## config.mk

```make
export PLATFORM = sky130hd
export DESIGN_NAME = seg_scan4
export DESIGN_NICKNAME = d
export VERILOG_FILES = /design/src/rtl/seg_scan_pkg.sv /design/src/rtl/hex7seg_lut.sv /design/src/rtl/seg_scan4.sv
export SDC_FILE = /design/constraint.sdc
export NUM_CORES = 1
export LEC_CHECK = 0
export BUFFER_PORTS_ARGS = -buffer_cell sky130_fd_sc_hd__buf_2
export CORE_MARGIN = 1.5
export CORE_UTILIZATION = 25
export DETAILED_ROUTE_END_ITERATION = 6
export HOLD_SLACK_MARGIN = 0.02
export PLACE_DENSITY = 0.42
export SLEW_MARGIN = 25
export SYNTH_ARGS = -nofsm -noshare
export SYNTH_HDL_FRONTEND = slang
export SYNTH_HIERARCHICAL = 1
export SYNTH_SLANG_ARGS = --single-unit
```

## constraint.sdc

```tcl
create_clock -name clk -period 3 [get_ports clk]
set_input_delay 0.45 -clock clk [delete_from_list [all_inputs] [get_ports clk]]
set_output_delay 0.45 -clock clk [all_outputs]
set_load 0.01 [all_outputs]
```

## src/rtl/seg_scan_pkg.sv

```systemverilog
// seg_scan_pkg: shared types and constants
// for the four-digit seven-segment scanner.
package seg_scan_pkg;

    typedef logic [1:0] digit_t;

    localparam logic [3:0] AN_OFF  = 4'b1111;
    localparam logic [6:0] SEG_OFF = 7'b1111111;

endpackage

```

## src/rtl/hex7seg_lut.sv

```systemverilog
// hex7seg_lut: hex nibble to active-low
// gfedcba glyph, purely combinational.
module hex7seg_lut
    import seg_scan_pkg::*;
(
    input  logic [3:0] hex,
    output logic [6:0] seg
);

    // glyph table, segment a in bit 0
    always_comb begin
        seg = SEG_OFF;
        unique case (hex)
            4'h0: seg = 7'b1000000;
            4'h1: seg = 7'b1111001;
            4'h2: seg = 7'b0100100;
            4'h3: seg = 7'b0110000;
            4'h4: seg = 7'b0011001;
            4'h5: seg = 7'b0010010;
            4'h6: seg = 7'b0000010;
            4'h7: seg = 7'b1111000;
            4'h8: seg = 7'b0000000;
            4'h9: seg = 7'b0010000;
            4'hA: seg = 7'b0001000;
            4'hB: seg = 7'b0000011;
            4'hC: seg = 7'b1000110;
            4'hD: seg = 7'b0100001;
            4'hE: seg = 7'b0000110;
            4'hF: seg = 7'b0001110;
        endcase
    end

endmodule

```

## src/rtl/seg_scan4.sv

```systemverilog
// seg_scan4: multiplexed four-digit hex display
// with frame-synchronous capture and dead time.
module seg_scan4
    import seg_scan_pkg::*;
#(
    parameter int PRESCALE_BITS = 16,
    parameter int DEAD_CYCLES   = 2
) (
    input  logic        clk,
    input  logic        rst_n,
    input  logic        en,
    input  logic [15:0] val,
    input  logic [3:0]  dp,
    input  logic        blank,
    output logic [3:0]  an,
    output logic [6:0]  seg,
    output logic        dpo,
    output logic        frame
);

    localparam logic [PRESCALE_BITS-1:0] ONE  =
        PRESCALE_BITS'(1);
    localparam logic [PRESCALE_BITS-1:0] DEAD =
        PRESCALE_BITS'(DEAD_CYCLES);

    logic [PRESCALE_BITS-1:0] cnt;
    digit_t                   idx;
    logic [15:0]              sh_val;
    logic [3:0]               sh_dp;
    logic                     sh_blank;

    logic       tick;
    logic       last;
    logic [3:0] nib;
    logic [6:0] glyph;
    logic [3:0] lz;
    logic       hide;
    logic       dead;

    assign tick = en && (cnt == '1);
    assign last = (idx == 2'd3);
    assign nib  = sh_val[{idx, 2'b00} +: 4];
    assign dead = (cnt < DEAD);

    // lz[i]: digit i and every digit above it are zero
    always_comb begin
        lz    = 4'b0000;
        lz[3] = (sh_val[15:12] == 4'h0);
        lz[2] = lz[3] && (sh_val[11:8] == 4'h0);
        lz[1] = lz[2] && (sh_val[7:4] == 4'h0);
    end

    assign hide = sh_blank && lz[idx];

    hex7seg_lut u_lut (
        .hex (nib),
        .seg (glyph)
    );

    // prescaler, digit index and frame-start shadow capture
    always_ff @(posedge clk or negedge rst_n) begin
        if (!rst_n) begin
            cnt      <= '0;
            idx      <= '0;
            sh_val   <= '0;
            sh_dp    <= '0;
            sh_blank <= 1'b0;
        end else if (en) begin
            cnt <= cnt + ONE;
            if (tick) begin
                idx <= idx + 2'd1;
                if (last) begin
                    sh_val   <= val;
                    sh_dp    <= dp;
                    sh_blank <= blank;
                end
            end
        end
    end

    // registered drive; dead time gates only the anodes so
    // segments settle while every digit is dark
    always_ff @(posedge clk or negedge rst_n) begin
        if (!rst_n) begin
            an    <= AN_OFF;
            seg   <= SEG_OFF;
            dpo   <= 1'b1;
            frame <= 1'b0;
        end else if (!en) begin
            an    <= AN_OFF;
            seg   <= SEG_OFF;
            dpo   <= 1'b1;
            frame <= 1'b0;
        end else begin
            frame <= tick && last;
            if (hide) begin
                an  <= AN_OFF;
                seg <= SEG_OFF;
                dpo <= 1'b1;
            end else begin
                an  <= dead ? AN_OFF : ~(4'b0001 << idx);
                seg <= glyph;
                dpo <= ~sh_dp[idx];
            end
        end
    end

endmodule

```

==> flow_metrics.env, run 1 <==
export IMPL_power_leakage_uw=0.00144
export IMPL_num_vias=1541
export IMPL_yosysTopAreaCellShare=0.382
export IMPL_grt_setup_unrepaired="false"
export IMPL_cp_required_ns=3.25
export IMPL_regArea_um2=1320
export IMPL_grt_overflow=0
export IMPL_hpwl_um=3760
export IMPL_synth_avg_cell_area_um2=13.5
export IMPL_die_h_um=105
export IMPL_critPathCaptureType="flip-flop"
export IMPL_rows=37
export IMPL_setup_viol=0
export IMPL_tightest_slew_ns=0.526
export IMPL_fin_crit_ns=2.47
export IMPL_yosys_warnings=6
export IMPL_grt_pass1_wl_um=8720
export IMPL_worstSetupPathType="flip-flop to flip-flop"
export IMPL_clock_fmax_mhz=405
export IMPL_syn_inst=194
export IMPL_yosysTopAreaCell="dfrtp_1"
export IMPL_syn_nets=230
export IMPL_path_clk_slew_ns=0.10
export IMPL_skew_ns=0.0124
export IMPL_track_usage=0.102
export IMPL_viasPerCell=4.18
export IMPL_io_pins=37
export IMPL_final_max_slew_viol_count=0
export IMPL_synthToLayoutAreaGrowth_pct=16.4
export IMPL_n_antenna_cell=0
export IMPL_syn_area_um2=2620
export IMPL_grt_pass1_vias=1616
export IMPL_hold_violations=0
export IMPL_outcome="completed"
export IMPL_ir_drop_uv=213
export IMPL_period_share=0.824
export IMPL_fin_nets=268
export IMPL_drive_gt1_frac=0.391
export IMPL_tritoncts="built"
export IMPL_fp_dieArea_um2=11100
export IMPL_insertion_delay_ns=0.31
export IMPL_placement_io_buffers=36
export IMPL_drc=0
export IMPL_hp_class="input pin to asynchronous set/reset pin"
export IMPL_ys_seq_elements=52
export IMPL_crit_fanout=10
export IMPL_startpoint_type="flip-flop"
export IMPL_wl_per_cell_um=13.8
export IMPL_synth_cell_types=36
export IMPL_place_inst=361
export IMPL_multi_input_area_um2=1220
export IMPL_final_cell_area_um2=3050
export IMPL_cts_buffers=5
export IMPL_ys_top_cells_by_area="dfrtp_1 38%, dfstp_2 12%, mux2_4 11%"
export IMPL_htree_levels=2
export IMPL_wl_um=5080
export IMPL_postCtsSetupRepairBufs=0
export IMPL_synth_seq_area_share=0.502
export IMPL_fin_cells=369
export IMPL_dr_pass1_iters=4
export IMPL_placement_cell_area_um2=2940
export IMPL_antenna_found_initial=0
export IMPL_clockRootBuffer="clkbuf_8"
export IMPL_relSlewSlack=0.648
export IMPL_initial_utilization=0.256
export IMPL_cts_sinks=52
export IMPL_cp_data_arrival_time_ns=2.72
export IMPL_grt_max_degree=22
export IMPL_fill_cells=1037
export IMPL_postRouteAntennaNets=0
export IMPL_max_cap_viol_count=0
export IMPL_gp_congestion=0.745
export IMPL_setup_tns_final_ns=0
export IMPL_cts_repair_resized=0
export IMPL_core_um2=10200
export IMPL_drt_initial_drc_count=30
export IMPL_die_x_um=105
export IMPL_power_density_nw_per_um2=476
export IMPL_hold_buffers=0
export IMPL_cts_buffer_depth=2
cell families (layout without fill, tap and decap cells):
kind of cell / after synthesis / after routing / share of synthesized area
buffers and inverters: 15 / 54 / 0.0310
AOI/OAI and AO/OA: 9 / 9 / 0.0229
adders and majority gates: 12 / 12 / 0.0573
muxes: 33 / 33 / 0.196
and+or+nand+nor: 57 / 57 / 0.137
DFF: 52 / 52 / 0.502
xor gates and xnor gates: 16 / 16 / 0.0535
state kept, by name, summed over array words and instances, names as in the netlist:
register  count
cnt          16
sh_val       16
seg           7
an            4
sh_dp         4
idx           2
dpo           1
frame         1
sh_blank      1
critical path: stages (launching register included):
cell	delay, ns
dfrtp_1	0.64
mux4_2	0.64
inv_1	0.17
ha_1	0.20
and2b_2	0.23
or3b_1	0.36
o21ai_0	0.06
nand3b_1	0.11
through the flow:
| stage | power, µW | hold WS, ns | util | setup WS [ns] |
|---|---|---|---|---|
| after floorplan | 916 | 0.154 | - | 0.579 |
| after global placement | 982 | 0.419 | 0.287 | 0.570 |
| after detailed placement | 983 | 0.417 | 0.287 | 0.540 |
| after CTS | 1480 | 0.0641 | 0.298 | 0.507 |
| after global routing | 1540 | 0.0801 | 0.298 | 0.337 |
| final | 1450 | 0.0609 | 0.298 | 0.529 |
metal layers:
metal | share of wire | wire [µm] | GRT usage
met3 | 0.048 | 242 | 0.0278
met2 | 0.38 | 1950 | 0.137
met4 | 0.012 | 62 | 0.0382
met5 | 0 | 0 | 0
met1 | 0.56 | 2820 | 0.154
synthesized netlist by cell type:
| library cell | n |
|---|---|
| nor3b_1 | 1 |
| or3b_1 | 1 |
| buf_6 | 3 |
| and2_1 | 1 |
| a21o_1 | 1 |
| nor4_4 | 1 |
| and3_1 | 2 |
| mux2i_1 | 4 |
| nand4_4 | 1 |
| buf_2 | 2 |
| nand3b_1 | 7 |
| inv_1 | 7 |
| nand4_1 | 12 |
| xnor2_1 | 12 |
| nand3_1 | 4 |
| xor2_1 | 4 |
| nor2_1 | 7 |
| a32o_1 | 1 |
| mux4_1 | 1 |
| nor4_1 | 6 |
| nand4b_1 | 1 |
| o21ai_0 | 4 |
| dfstp_2 | 12 |
| a22o_1 | 2 |
| buf_1 | 1 |
| ha_1 | 12 |
| mux2_4 | 20 |
| clkbuf_1 | 2 |
| dfrtp_1 | 40 |
| mux2_2 | 3 |
| nor3_1 | 4 |
| mux4_2 | 5 |
| nand2_1 | 7 |
| a21oi_1 | 1 |
| and2b_2 | 1 |
| nand2_2 | 1 |
layout make-up:
type | count | share of cell area
clock buffers | 5 | 0.0226
clock inverters | 3 | 0.0140
inverters | 7 | 0.00862
multi-input cells | 127 | 0.401
flip-flops and latches | 52 | 0.432
well taps | 136 | 0.0558
repair buffers | 39 | 0.0665
layout by cell type, fill, tap and decap left out, drive strengths merged, types with 2 or more instances in the layout:
cell and count:
nand3 4, nor3 4, xor2 4, dfrtp 40, dfstp 12, xnor2 12
a22o 2, and3 2, o21ai 4, nand2 8, mux2 23, inv 7
mux4 6, mux2i 4, nand4 13, buf 39, ha 12, clkbuf 5
nor2 7, nand3b 7, nor4 7
power by group:
part | switching (µW) | internal (µW)
Sequential | 72.0 | 755
Clock | 238 | 247
Combinational | 67.0 | 70.8
Total | 377 | 1070
final timing paths:
kind,to,from,depth (start not counted),slack [ns]
worst max-delay path,seg[0],idx[0],7,0.53
worst min-delay path,idx[0],rst_n,1,0.06
worst max register to register,seg[0],idx[0],7,0.53
worst min register to register,cnt[11],cnt[11],1,0.51
max in group asynchronous,seg[3],rst_n,2,2.27
min in group clk,sh_val[11],val[11],2,0.36
Power figures use the tool's default switching activity.
==> run 2: changes to the inputs <==
Settings changed: PLACE_DENSITY 0.42 to 0.44.
Clock period 3 ns to 2.1 ns, I/O delays scaled along.
==> flow_metrics.env, run 2 (synthesized netlist as in run 1, its figures left out) <==
export IMPL_drc=0
export IMPL_place_inst=371
export IMPL_cts_sinks=52
export IMPL_outcome="completed"
export IMPL_grt_use_met3=0.0241
export IMPL_grt_overflow=0
export IMPL_die_h_um=105
export IMPL_crit_family="simple AND/OR/NAND/NOR gates"
export IMPL_max_cap_viol_count=0
export IMPL_fin_crit_ns=2.06
export IMPL_final_cell_mix="39 x dfrtp_1, 36 x buf_2, 20 x mux2_4, 16 x buf_4"
export IMPL_fin_nets=284
export IMPL_n_antenna_cell=0
export IMPL_crit_buf_inv=1
export IMPL_cts_buffer_depth=2
export IMPL_setup_tns_final_ns=0
export IMPL_grt_util_met2=0.146
export IMPL_io_pins=37
export IMPL_track_usage=0.101
export IMPL_cp_required_ns=2.35
export IMPL_fp_dieArea_um2=11100
export IMPL_path_clk_slew_ns=0.10
export IMPL_synthToLayoutAreaGrowth_pct=22.1
export IMPL_tightest_slew_ns=0.545
export IMPL_placement_cell_area_um2=3050
export IMPL_critPathCaptureType="flip-flop"
export IMPL_hp_class="input pin to flip-flop"
export IMPL_cts_buffers=5
export IMPL_final_max_slew_viol_count=0
export IMPL_multi_input_area_um2=1230
export IMPL_setup_viol=0
export IMPL_drive_gt1_frac=0.442
export IMPL_path_cells="mux4_2, inv_4, ha_4, and2b_2, or3b_1, o21ai_1, nand3b_1"
export IMPL_power_leakage_uw=0.00152
export IMPL_gp_congestion=0.745
export IMPL_fill_cells=1008
export IMPL_antenna_found_initial=0
export IMPL_startpoint_type="flip-flop"
export IMPL_crit_fanout=5
export IMPL_grt_busiest_layer="met1"
export IMPL_final_cell_area_um2=3200
export IMPL_tritoncts="built"
export IMPL_cp_data_arrival_time_ns=2.31
export IMPL_layout_top_registers="cnt: 16 flops, sh_val: 16 flops, seg: 7 flops"
export IMPL_grt_pass1_vias=1687
export IMPL_num_vias=1648
export IMPL_grt_max_degree=33
export IMPL_period_share=0.983
export IMPL_initial_utilization=0.256
export IMPL_relSlewSlack=0.636
export IMPL_regArea_um2=1320
export IMPL_placement_io_buffers=36
export IMPL_grt_pass1_wl_um=8860
export IMPL_cp_depth=7
export IMPL_die_x_um=105
export IMPL_clock_fmax_mhz=485
export IMPL_wl_per_cell_um=13.6
export IMPL_insertion_delay_ns=0.30
export IMPL_viasPerCell=4.28
export IMPL_drt_initial_drc_count=28
export IMPL_fin_cells=385
export IMPL_met1_usage=0.149
export IMPL_final_common_cell="dfrtp_1"
export IMPL_power_density_nw_per_um2=627
export IMPL_grt_setup_unrepaired="true"
export IMPL_dr_pass1_iters=4
export IMPL_skew_ns=0.00557
export IMPL_hpwl_um=3830
export IMPL_ir_drop_uv=226
export IMPL_hold_violations=0
export IMPL_hold_path_depth=2
export IMPL_core_um2=10200
export IMPL_rr_worst_depth=7
export IMPL_htree_levels=2
export IMPL_crit_slowest_cell="mux4_2"
export IMPL_wl_um=5240
export IMPL_rows=37
export IMPL_clockRootBuffer="clkbuf_8"
export IMPL_worstSetupPathType="flip-flop to flip-flop"
export IMPL_postRouteAntennaNets=0
export IMPL_cp_slowest_stage_delay_ns=0.60
run 2: final timing paths:
kind,to,slack [ns],from
setup / recovery,seg[0],0.04,idx[0]
hold / removal,sh_val[0],0.23,val[0]
setup reg to reg,seg[0],0.04,idx[0]
hold reg to reg,cnt[0],0.51,cnt[0]
max in group asynchronous,an[3],0.97,rst_n
min in group asynchronous,sh_blank,0.52,rst_n
run 2: per-layer routing:
metal,vias up,part of all wire
met2,41,0.42
met1,801,0.53
met5,-,0
met4,0,0.0076
met3,4,0.044
li1,802,-
run 2: cell type report:
| cell class | instances | share of cell area |
|---|---|---|
| clock buffers | 6 | 0.0258 |
| multi-input cells | 127 | 0.386 |
| flip-flops and latches | 52 | 0.412 |
| inverters | 7 | 0.00899 |
| well taps | 136 | 0.0532 |
| clock inverters | 2 | 0.00469 |
| repair buffers | 55 | 0.110 |
run 2: through the flow:
| step | total power (µW) | util | hold slack (ns) | worst slack [ns] |
|---|---|---|---|---|
| finish | 2000 | 0.313 | 0.233 | 0.0364 |
| detailed placement | 1410 | 0.298 | 0.340 | -0.0278 |
| global route | 2130 | 0.313 | 0.212 | -0.0586 |
| global placement | 1410 | 0.298 | 0.327 | 0.0519 |
| CTS | 2040 | 0.311 | 0.220 | -0.0217 |
| floorplan | 1310 | - | 0.0194 | -0.0259 |
run 2: timing repair:
| item | 4_1_cts | 5_1_grt |
|---|---|---|
| endpoints found under the hold margin | 18 | 0 |
| buffers inserted | 3 | 2 |
| cloned | 0 | 0 |
| resized for setup | 1 | 2 |
| hold buffers | 1 | 0 |
| pin swaps | 1 | 0 |
| setup endpoints to repair | 2 | 5 |
run 2: power by group:
group	internal (µW)	total [µW]	leakage [µW]	switching (µW)
combinational	110	207	0.000819	97.6
sequential	1080	1180	0.000657	98.7
clock	268	620	0.0000434	352
==> run 3: changes to the inputs <==
Settings changed: GPL_TIMING_DRIVEN set to 0, SETUP_SLACK_MARGIN set to 0.2.
==> flow_metrics.env, run 3 (synthesized netlist as in run 1, its figures left out) <==
export IMPL_outcome="finished, violations left"
export IMPL_violations="setup timing"
export IMPL_grt_setup_unrepaired="true"
export IMPL_max_cap_viol_count=0
export IMPL_power_density_nw_per_um2=596
export IMPL_skew_ns=0.0103
export IMPL_hold_buffers=0
export IMPL_drc=0
export IMPL_final_cell_mix="39 x dfrtp_1, 36 x buf_2, 20 x mux2_4, 17 x buf_4"
export IMPL_fp_dieArea_um2=11100
export IMPL_fin_nets=290
export IMPL_p_int_uw=1410
export IMPL_crit_buf_inv=2
export IMPL_path_cells="buf_8, mux4_2, buf_4, ha_1, mux4_2, nand3b_1"
export IMPL_cts_buffers=5
export IMPL_cts_buffer_depth=2
export IMPL_rows=37
export IMPL_startpoint_type="flip-flop"
export IMPL_wl_um=5100
export IMPL_htree_levels=2
export IMPL_crit_fanout=5
export IMPL_setup_viol=2
export IMPL_period_share=1.02
export IMPL_setup_tns_final_ns=-0.0766
export IMPL_die_x_um=105
export IMPL_final_core_utilization=0.317
export IMPL_power_leakage_uw=0.00153
export IMPL_synthToLayoutAreaGrowth_pct=23.8
export IMPL_cp_data_arrival_time_ns=2.36
export IMPL_pre_cts_slack_ns=-0.164
export IMPL_clock_fmax_mhz=466
export IMPL_fill_cells=1034
export IMPL_crit_slowest_cell="mux4_2"
export IMPL_antenna_found_initial=0
export IMPL_insertion_delay_ns=0.30
export IMPL_placement_io_buffers=35
export IMPL_track_usage=0.0982
export IMPL_num_vias=1638
export IMPL_grt_overflow=0
export IMPL_critPathCaptureType="flip-flop"
export IMPL_postRouteAntennaNets=0
export IMPL_io_pins=37
export IMPL_hpwl_um=3660
export IMPL_tritoncts="built"
export IMPL_cpMostUsedCell="mux4_2"
export IMPL_fin_crit_ns=2.15
export IMPL_grt_pass1_wl_um=8500
export IMPL_fin_hold_ws_ns=0.0519
export IMPL_die_h_um=105
export IMPL_drive_gt1_frac=0.459
export IMPL_layout_top_registers="cnt: 16 flops, sh_val: 16 flops, seg: 7 flops"
export IMPL_n_antenna_cell=0
export IMPL_clockRootBuffer="clkbuf_8"
export IMPL_hp_class="input pin to asynchronous set/reset pin"
export IMPL_path_clk_slew_ns=0.09
export IMPL_cp_required_ns=2.31
export IMPL_hold_violations=0
export IMPL_ir_drop_uv=244
export IMPL_drt_initial_drc_count=26
export IMPL_clkPwrFrac=0.289
export IMPL_crit_family="multiplexers"
export IMPL_switching_power_uw=521
export IMPL_cp_slowest_stage_delay_ns=0.57
export IMPL_power_share_sequential=0.609
export IMPL_worstSetupPathType="flip-flop to flip-flop"
export IMPL_tightest_slew_ns=0.678
export IMPL_final_max_slew_viol_count=0
export IMPL_relSlewSlack=0.548
export IMPL_core_um2=10200
export IMPL_wl_per_cell_um=13.0
export IMPL_gp_congestion=0.764
export IMPL_cts_sinks=52
export IMPL_final_common_cell="dfrtp_1"
export IMPL_grt_max_degree=53
export IMPL_viasPerCell=4.19
export IMPL_dr_pass1_iters=2
export IMPL_initial_utilization=0.256
export IMPL_setup_ws_ns=-0.0472
export IMPL_p_comb_frac=0.102
export IMPL_grt_pass1_vias=1642
export IMPL_p_sw_frac=0.270
## run 3: cell count changes in the layout (fill, tap and decap cells not counted), moves of 2 or more
| cell | before | now |
|---|---|---|
| buf_12 | 2 | 0 |
| buf_6 | 0 | 5 |
| clkbuf_1 | 0 | 2 |
| ha_1 | 11 | 9 |
| ha_4 | 1 | 3 |
## run 3: metal layers
metal / track usage / vias up / share of wire
met3: 0.0241 / 7 / 0.040
met5: 0 / - / 0
met2: 0.141 / 35 / 0.42
met4: 0.0294 / 0 / 0.011
li1: - / 815 / -
met1: 0.145 / 781 / 0.53
## run 3: layout make-up
type,instances,area (µm²),area share
repair buffers,53,320,0.0988
clock inverters,2,11.3,0.00347
clock buffers,6,72.6,0.0224
multi-input cells,127,1260,0.387
flip-flops and latches,52,1320,0.406
well taps,136,170,0.0525
plain buffers,8,66.3,0.0204
inverters,7,28.8,0.00887
## run 3: power by group through the flow
stage / Combinational (µW) / Sequential [µW] / Clock (µW)
global placement: 198 / 1200 / 0
detailed placement: 200 / 1200 / 0
finish: 197 / 1180 / 558
global route: 223 / 1190 / 627
CTS: 202 / 1180 / 586
floorplan: 124 / 1190 / 0
## run 3: metrics by stage
step	area, µm²	cells	power, µW
2_1_floorplan	2650	194	1310
3_3_place_gp	2990	365	1400
3_5_place_dp	2990	365	1400
4_1_cts	3160	384	1970
5_1_grt	3240	391	2040
6_report	3240	391	1930
## run 3: worst paths after layout
check	from	endpoint	slack, ns	cells past startpoint
max	idx[0]	seg[3]	-0.05	6
min reg2reg	cnt[0]	cnt[0]	0.50	1
min in group clk	val[11]	sh_val[11]	0.23	2
min	rst_n	sh_dp[3]	0.05	1
max in group asynchronous	rst_n	idx[1]	1.56	1
max reg2reg	idx[0]	seg[3]	-0.05	6
## run 3: what timing repair did
item / in CTS / in global routing
pin swaps: 3 / 4
buffers inserted: 11 / 7
cloned: 0 / 0
gates resized for setup: 2 / 9
endpoints found under the setup margin: 27 / 27
